==> config.mk <==
export PLATFORM = sky130hd
export DESIGN_NAME = shift_issue_stage
export DESIGN_NICKNAME = d
export VERILOG_FILES = /design/src/rtl/common_params.sv /design/src/rtl/shift_fwd_mux.sv /design/src/rtl/shift_issue_stage.sv
export SDC_FILE = /design/constraint.sdc
export NUM_CORES = 1
export LEC_CHECK = 0
export CELL_PAD_IN_SITES_DETAIL_PLACEMENT = 1
export CELL_PAD_IN_SITES_GLOBAL_PLACEMENT = 1
export CORE_ASPECT_RATIO = 0.5
export CORE_MARGIN = 10
export CORE_UTILIZATION = 26
export DETAILED_ROUTE_END_ITERATION = 10
export PLACE_DENSITY_LB_ADDON = 0.1
export REMOVE_ABC_BUFFERS = 1
export SLEW_MARGIN = 20
export SYNTH_ARGS = -nofsm -noshare
export SYNTH_HDL_FRONTEND = slang
export SYNTH_SLANG_ARGS = --single-unit
==> constraint.sdc <==
create_clock -name clk -period 1.7 [get_ports clk]
set_input_delay 0.17 -clock clk [delete_from_list [all_inputs] [get_ports clk]]
set_output_delay 0.17 -clock clk [all_outputs]
set_load 0.005 [all_outputs]
==> src/rtl/common_params.sv <==
// rtl/common_params.sv - shared widths, shift/forwarding enums and decode helper
//
// Purpose: constants and types shared by the shift issue stage and its
// forwarding selector.
//   BITS / SHW       : datapath width and shift-amount width (SHW = log2(BITS))
//   FUNCT3_SLL/SRX   : funct3 encodings of the shift class
//   shift_t          : shifter operation; 2'b10 is reserved and never driven
//   fwd_sel_t        : which source a forwarded operand came from
package common_params;

  localparam int BITS = 32;
  localparam int SHW  = 5;

  localparam logic [2:0] FUNCT3_SLL = 3'b001;
  localparam logic [2:0] FUNCT3_SRX = 3'b101;

  typedef enum logic [1:0] {
    LL = 2'b00,
    RL = 2'b01,
    RA = 2'b11
  } shift_t;

  typedef enum logic [1:0] {
    FWD_RF  = 2'b00,
    FWD_MEM = 2'b01,
    FWD_WB  = 2'b10
  } fwd_sel_t;

  // Unsupported funct3/funct7 combinations fall back to LL; the caller
  // flags them through the legal output.
  function automatic shift_t decode_shift(input logic [2:0] funct3,
                                          input logic       funct7_b5,
                                          output logic      legal);
    shift_t op;
    op    = LL;
    legal = 1'b0;
    if (funct3 == FUNCT3_SLL && !funct7_b5) begin
      op    = LL;
      legal = 1'b1;
    end else if (funct3 == FUNCT3_SRX) begin
      op    = funct7_b5 ? RA : RL;
      legal = 1'b1;
    end
    return op;
  endfunction

endpackage

==> src/rtl/shift_fwd_mux.sv <==
// rtl/shift_fwd_mux.sv - single-operand priority forwarding selector
//
// Purpose: picks the freshest value of one source register.
//   idx          : registered source index
//   rf_data      : registered register-file read
//   mem_regwrite, mem_rd, mem_result : EX/MEM producer
//   wb_regwrite,  wb_rd,  wb_result  : MEM/WB producer
//   data         : selected operand
//   sel          : selected source (for assertions/coverage)
module shift_fwd_mux #(
  parameter int BITS = common_params::BITS
) (
  input  logic [4:0]               idx,
  input  logic [BITS-1:0]          rf_data,
  input  logic                     mem_regwrite,
  input  logic [4:0]               mem_rd,
  input  logic [BITS-1:0]          mem_result,
  input  logic                     wb_regwrite,
  input  logic [4:0]               wb_rd,
  input  logic [BITS-1:0]          wb_result,
  output logic [BITS-1:0]          data,
  output common_params::fwd_sel_t  sel
);
  import common_params::*;

  logic mem_hit;
  logic wb_hit;

  // x0 is hardwired to zero in the register file, so a producer that
  // "writes" x0 must never override the registered read.
  assign mem_hit = mem_regwrite && (mem_rd == idx) && (idx != 5'd0);
  assign wb_hit  = wb_regwrite  && (wb_rd  == idx) && (idx != 5'd0);

  always_comb begin
    data = rf_data;
    sel  = FWD_RF;
    if (mem_hit) begin
      data = mem_result;
      sel  = FWD_MEM;
    end else if (wb_hit) begin
      data = wb_result;
      sel  = FWD_WB;
    end
  end

endmodule

==> src/rtl/shift_issue_stage.sv <==
// rtl/shift_issue_stage.sv - ID/EX register and operand select for the barrel shifter
//
// Purpose: registers a decoded shift-class instruction, forwards its
// operands from EX/MEM and MEM/WB, and presents them to the EX shifter.
//   clk, rst                 : clock, asynchronous active-high reset
//   ID_*                     : decode-stage instruction fields
//   Stall, Flush             : hold / squash (Flush wins)
//   MEM_*, WB_*              : forwarding sources
//   Shifter_In, SHAMT, SHIFT_OP : shifter operands, zeroed when not valid
//   EX_Valid, EX_RD, EX_Illegal : stage status
module shift_issue_stage #(
  parameter int BITS = common_params::BITS,
  parameter int SHW  = common_params::SHW
) (
  input  logic                   clk,
  input  logic                   rst,
  input  logic                   ID_Valid,
  input  logic [BITS-1:0]        ID_RS1_Data,
  input  logic [BITS-1:0]        ID_RS2_Data,
  input  logic [4:0]             ID_RS1,
  input  logic [4:0]             ID_RS2,
  input  logic [4:0]             ID_RD,
  input  logic [2:0]             ID_Funct3,
  input  logic                   ID_Funct7_b5,
  input  logic                   ID_Use_Imm,
  input  logic [SHW-1:0]         ID_Imm_Shamt,
  input  logic                   Stall,
  input  logic                   Flush,
  input  logic                   MEM_RegWrite,
  input  logic [4:0]             MEM_RD,
  input  logic [BITS-1:0]        MEM_Result,
  input  logic                   WB_RegWrite,
  input  logic [4:0]             WB_RD,
  input  logic [BITS-1:0]        WB_Result,
  output logic [BITS-1:0]        Shifter_In,
  output logic [SHW-1:0]         SHAMT,
  output common_params::shift_t  SHIFT_OP,
  output logic                   EX_Valid,
  output logic [4:0]             EX_RD,
  output logic                   EX_Illegal
);
  import common_params::*;

  logic             valid_q;
  logic             illegal_q;
  shift_t           op_q;
  logic [4:0]       rd_q;
  logic [4:0]       rs1_q;
  logic [4:0]       rs2_q;
  logic [BITS-1:0]  rs1_data_q;
  logic [BITS-1:0]  rs2_data_q;
  logic             use_imm_q;
  logic [SHW-1:0]   imm_shamt_q;

  shift_t           id_op;
  logic             id_legal;

  always_comb begin
    id_legal = 1'b0;
    id_op    = decode_shift(ID_Funct3, ID_Funct7_b5, id_legal);
  end

  always_ff @(posedge clk or posedge rst) begin
    if (rst) begin
      valid_q     <= 1'b0;
      illegal_q   <= 1'b0;
      op_q        <= LL;
      rd_q        <= '0;
      rs1_q       <= '0;
      rs2_q       <= '0;
      rs1_data_q  <= '0;
      rs2_data_q  <= '0;
      use_imm_q   <= 1'b0;
      imm_shamt_q <= '0;
    end else if (Flush) begin
      // Bubble: only the status bits matter, payload is left as-is.
      valid_q   <= 1'b0;
      illegal_q <= 1'b0;
    end else if (!Stall) begin
      valid_q     <= ID_Valid;
      illegal_q   <= ID_Valid & ~id_legal;
      op_q        <= id_op;
      rd_q        <= ID_RD;
      rs1_q       <= ID_RS1;
      rs2_q       <= ID_RS2;
      rs1_data_q  <= ID_RS1_Data;
      rs2_data_q  <= ID_RS2_Data;
      use_imm_q   <= ID_Use_Imm;
      imm_shamt_q <= ID_Imm_Shamt;
    end
  end

  // Forwarding runs on the registered indices every cycle, so a stalled
  // instruction keeps picking up results retiring behind it.
  logic [BITS-1:0] rs1_fwd;
  logic [BITS-1:0] rs2_fwd;
  fwd_sel_t        rs1_sel;
  fwd_sel_t        rs2_sel;

  shift_fwd_mux #(.BITS(BITS)) u_fwd_rs1 (
    .idx          (rs1_q),
    .rf_data      (rs1_data_q),
    .mem_regwrite (MEM_RegWrite),
    .mem_rd       (MEM_RD),
    .mem_result   (MEM_Result),
    .wb_regwrite  (WB_RegWrite),
    .wb_rd        (WB_RD),
    .wb_result    (WB_Result),
    .data         (rs1_fwd),
    .sel          (rs1_sel)
  );

  shift_fwd_mux #(.BITS(BITS)) u_fwd_rs2 (
    .idx          (rs2_q),
    .rf_data      (rs2_data_q),
    .mem_regwrite (MEM_RegWrite),
    .mem_rd       (MEM_RD),
    .mem_result   (MEM_Result),
    .wb_regwrite  (WB_RegWrite),
    .wb_rd        (WB_RD),
    .wb_result    (WB_Result),
    .data         (rs2_fwd),
    .sel          (rs2_sel)
  );

  // Only the low SHW bits of rs2 form the shift amount.
  logic unused_rs2_hi;
  assign unused_rs2_hi = ^rs2_fwd[BITS-1:SHW];

  // Idle stage drives a zero shift of zero so the shifter output is 0.
  assign EX_Valid   = valid_q;
  assign EX_RD      = rd_q;
  assign EX_Illegal = valid_q & illegal_q;
  assign Shifter_In = valid_q ? rs1_fwd : '0;
  assign SHAMT      = !valid_q ? '0 : (use_imm_q ? imm_shamt_q : rs2_fwd[SHW-1:0]);
  assign SHIFT_OP   = valid_q ? op_q : LL;

  a_rs1_x0_not_fwd: assert property (@(posedge clk) disable iff (rst)
    (rs1_q == 5'd0) |-> (rs1_sel == FWD_RF));
  a_rs2_x0_not_fwd: assert property (@(posedge clk) disable iff (rst)
    (rs2_q == 5'd0) |-> (rs2_sel == FWD_RF));
  a_no_reserved_op: assert property (@(posedge clk) disable iff (rst)
    SHIFT_OP != 2'b10);

endmodule
After elaboration in Yosys (flattened, before gate mapping)
Cells that the tools add are included.
{"block": "classes", "eq_ne": 7, "mux": 17, "bitwise": 5, "n_reduce_logical": 13}
{"cell": "$mux W32", "n": 3}
{"cell": "$eq A5 B5 Y1", "n": 4}
{"cell": "$mux W5", "n": 4}
{"cell": "$reduce_bool A5 Y1", "n": 2}
{"cell": "$logic_and A1 B1 Y1", "n": 9}
{"cell": "$mux W2", "n": 4}
{"cell": "$mux W1", "n": 6}
{"cell": "$eq A3 B1 Y1 const B", "n": 1}
{"cell": "$eq A3 B3 Y1 const B", "n": 1}
{"cell": "$not A1 Y1", "n": 3}
{"cell": "$and A1 B1 Y1", "n": 2}
{"cell": "$ne A2 B1 Y1 const B", "n": 1}
{"cell": "$reduce_and A2 Y1", "n": 1}
{"cell": "$logic_not A1 Y1", "n": 1}
{"block": "totals", "reg_bits": 62, "input_bits": 170, "word_cells": 52}

Depth between registers and ports, before layout
{"block": "depth", "depth_word": 7, "depth_mapped": 7}

Modules after synthesis
A second synthesis with hierarchy kept.
{"block": "hier_totals", "hier_cells": 592, "hier_area_um2": 5745.5}
{"mod": "shift_issue_stage", "n_inst": 1, "cells_each": 248, "area_per_inst_um2": 3763.6}
{"mod": "shift_fwd_mux", "n_inst": 2, "cells_each": 172, "area_per_inst_um2": 991.0}

Worst setup path before layout
OpenSTA, ideal clock, no wires.
{"block": "synth_timing", "path_kind": "register to output", "from": "register rs1_q[1]", "to": "output port Shifter_In[10]", "arrival_time_ns": 1.651, "required_time_ns": 1.530, "path_slack_ns": -0.121, "stages_incl_launch_ff": 8, "n_path_buf": 2, "path_cell_list": "dfrtp_1 or4_1 nor2_2 or4_4 buf_12 buf_12 o21ai_2 a21oi_2"}
{"block": "synth_between", "elab_chain_len": 6, "elab_cells_between_ends": 10, "classes_between": "eq/ne (2); mux (3); reduce/logical (5)"}
{"element": "start, declared", "line_no": "shift_issue_stage.sv:48", "rtl": "logic [4:0] rs1_q;"}
{"element": "start signal, assigned", "line_no": "shift_issue_stage.sv:69", "rtl": "rs1_q <= '0;"}
{"element": "start signal, assigned", "line_no": "shift_issue_stage.sv:84", "rtl": "rs1_q <= ID_RS1;"}
{"element": "$eq A5 B5 Y1", "line_no": "shift_fwd_mux.sv:32", "rtl": "assign wb_hit = wb_regwrite && (wb_rd == idx) && (idx != 5'd0);"}
{"element": "$logic_and A1 B1 Y1 (2 in series)", "line_no": "shift_fwd_mux.sv:32"}
{"element": "$mux W32", "line_no": "shift_fwd_mux.sv:40", "rtl": "end else if (wb_hit) begin"}
{"element": "$mux W32 (*)", "line_no": "shift_fwd_mux.sv:37", "rtl": "if (mem_hit) begin"}
{"element": "$mux W32 (*)", "line_no": "shift_issue_stage.sv:134", "rtl": "assign Shifter_In = valid_q ? rs1_fwd : '0;"}
{"element": "end, declared", "line_no": "shift_issue_stage.sv:35", "rtl": "output logic [BITS-1:0] Shifter_In,"}
Every way passes the cells marked *; elsewhere a longest branch is shown, timed or not.

Worst setup path in the final report
{"block": "layout_timing", "from": "register rs1_q[2]", "to": "output port Shifter_In[29]"}
The elaborated chain is that of the path after synthesis.

==> out/metrics.yaml <==
track_usage: 0.1490
reg2reg_to: "rs1_q[2]$_DFFE_PP0P_"
cpPeakStageDelay_ps: 390
drive_gt1_frac: 0.3715
maxSlewViolCount: 0
synthFlopType: "dfrtp_1"
die_y_um: 106.1
combPwrFrac: 0.285
finalClockSkew_ps: 0
period_share: 1.499
clkLatencyLatePin_ps: 330
hold_slack_ps: 111.4
fin_crit_ps: 2549
power.share.clock: 0.364
yosysSeqAreaShare: 0.4022
ys_seq_elements: 62
worst_slew_pin_slew_ps: 315.4
cp_max_fo: 8
globalplace.congestion: 0.7366
power_density_mw_per_mm2: 734.2
rr_startpoint: "rs1_q[2]$_DFFE_PP0P_"
synthCells: 323
worstRegToRegCells: 3
wl_met3_mm: 1.176
cts_tree: "built"
ir_worst_vdd_mv: 0.4364
arrival_ps: 2380
wl_met2_mm: 7.070
row_count: 31
cts-hold-fix-buffers: 0
async_reset_ff_frac: 1.000
nets: 741
synth_edf_count: 0
cts_root_buf: "clkbuf_16"
slowest_stage: "dfrtp_1"
wl_per_cell_um: 20.24
wl_mm: 15.69
start_util: 0.2659
power_mw: 5.249
ant_nets: 0
grt_pass1_wl_mm: 23.59
top_layer_used: "met4"
yosys_warnings: 0
hold_class: "in -> async"
netlist.area_leader.share: 0.4022
yosysTopAreaCell: "dfrtp_1"
maxCapViolations: 0
relSlewSlack: 0.7894
switchingPower_mw: 1.396
synth_cell_type_count: 37
fmax_ghz: 0.3923
setup_viol: 37
cts_made_buffers: 9
hpwl_mm: 10.78
synthTopCellsByArea: "dfrtp_1 40%, mux2_1 17%, mux2i_1 9.6%, a21oi_2 6.4%, o21ai_2 6.4%"
startpoint_type: "flop"
drt_iter0_markers: 69
violations: "setup timing"
status: "finished with violations"
htreeDepth: 3
die_x_um: 192.3
synth_common_cells: "62 x dfrtp_1, 57 x mux2_1, 37 x mux2i_1, 28 x a21oi_2, 28 x o21ai_2"
crit_required_ps: 1530
finalHoldViolCount: 0
grt_max_degree: 36
dr_total_vias: 3528
reg2reg_slack_ps: 640
path_cells: "buf_6, buf_4, xor2_1, nor4_4, buf_6, buf_12, mux2i_1, a21oi_2, dlygate4sd2_1"
swShare: 0.2659
cp-end-kind: "output port"
dieArea_mm2: 0.02040
port_buffers: 188
antenna_found_initial: 1
grt_pass1_vias: 3930
clkTransAtPathRegs_ps: 60
grt_overflow: 0
cts_sinks: 62
met1_length_mm: 7.315
power_frac_seq: 0.351
leakage_nw: 2.809
syn_area_mm2: 0.003857
worst-setup-path-type: "reg -> out"
drt_pass1_iterations: 4
clk_path_buf_depth: 2
via_per_inst: 4.552
setup_ws_ps: -849.0
avgSynthCellArea_um2: 11.94
rsz0062_at_grt: "true"
pin_count: 216
internal_power_mw: 3.853
path_common_cell: "buf_6"
yosysMostFrequentCell: "dfrtp_1"
syn_to_final_growth_pct: 85.34
pre_cts_ws_ps: -863.2
core_area_mm2: 0.01451
drc_errors: 0
-- layout by cell type, fill, tap and decap left out, drive strengths merged, types with 2 or more instances in the layout --
| master | instances |
|---|---|
| or4 | 2 |
| a21oi | 33 |
| xnor2 | 13 |
| mux2 | 57 |
| nand2 | 5 |
| mux2i | 37 |
| nand2b | 5 |
| inv | 3 |
| o21ai | 42 |
| and3 | 5 |
| nor2 | 5 |
| nor2b | 2 |
| nand4 | 3 |
| a41oi | 5 |
| dlygate4sd2 | 5 |
| nor4 | 2 |
| clkdlybuf4s50 | 148 |
| clkbuf | 18 |
| and2 | 3 |
| dfrtp | 62 |
| o211ai | 5 |
| buf | 101 |
| xor2 | 6 |
-- metrics by stage --
stage                     cells  utilization  area (um2)  TNS, ps
after floorplan             301            -        3662  -130100
after global placement      721       0.4252        6168   -29530
after detailed placement    721       0.4252        6168   -29980
after CTS                   769       0.4747        6887   -31050
after global routing        774       0.4927        7147   -32120
final                       775       0.4928        7149   -27720
-- flip-flops by register name (all words and copies together), names as in the netlist, 2 cells and up --
name and count:
rs2_data_q 5, EX_RD 5, op_q 2, rs1_q 5, imm_shamt_q 5, rs1_data_q 32
rs2_q 5
-- worst max-delay path: cells and delay by family, from the launching register on --
| kind | cells | cell delay (ps) |
|---|---|---|
| XOR/XNOR | 1 | 170 |
| multiplexers | 1 | 240 |
| AO/OA/AOI/OAI | 1 | 70 |
| AND/OR/NAND/NOR | 1 | 270 |
| flip-flops | 1 | 390 |
| buffers and inverters | 5 | 890 |
-- cells by family (layout without fill, tap and decap cells) --
logic type,count (synthesis),in the layout,synth area share
AO/OA/AOI/OAI,89,89,0.1842
XOR/XNOR,19,19,0.04314
buffers and inverters,25,278,0.05352
flip-flops,62,62,0.4022
multiplexers,94,94,0.2624
other,0,1,0
AND/OR/NAND/NOR,34,34,0.05449
-- worst max path at each step --
stage	from	end	slack, ps	cells after the start
finish	rs1_q[2]$_DFFE_PP0P_	Shifter_In[29]	-850	9
floorplan	Stall	EX_RD[0]$_DFFE_PP0P_	-1570	2
detailed placement	WB_RD[4]	Shifter_In[4]	-860	8
CTS	rs1_q[2]$_DFFE_PP0P_	Shifter_In[26]	-900	10
global placement	WB_RD[4]	Shifter_In[4]	-830	8
global route	rs1_q[2]$_DFFE_PP0P_	Shifter_In[20]	-950	9
-- final cells by class --
type	count	area, um2
Clock inverter	3	42.54
Sequential cell	62	1558
Clock buffer	13	270.3
Multi-Input combinational cell	236	2406
Timing Repair Buffer	259	2611
Inverter	3	11.26
Fill cell	1538	7357
Antenna cell	1	2.502
Tap cell	198	247.7
-- power groups by stage --
stage | clock network, mW | logic (mW) | registers (mW)
6_report | 1.91 | 1.50 | 1.84
5_1_grt | 2.05 | 1.63 | 1.88
4_1_cts | 1.97 | 1.42 | 1.83
3_5_place_dp | 0 | 1.31 | 1.85
3_3_place_gp | 0 | 1.29 | 1.84
2_1_floorplan | 0 | 0.556 | 1.83
-- metal layers --
metal,track usage,vias to the layer above
li1,-,1682
met1,0.1890,1736
met2,0.2364,102
met3,0.05806,8
met4,0.02860,0
met5,0,-
-- repair_timing --
action / in CTS / in global routing
setup endpoints to repair: 41 / 38
buffers inserted: 25 / 10
pin swaps: 17 / 19
cloned: 8 / 4
resized for setup: 178 / 52
hold endpoints to repair: 0 / 0
Note: power is estimated with default switching activity, not from simulation.
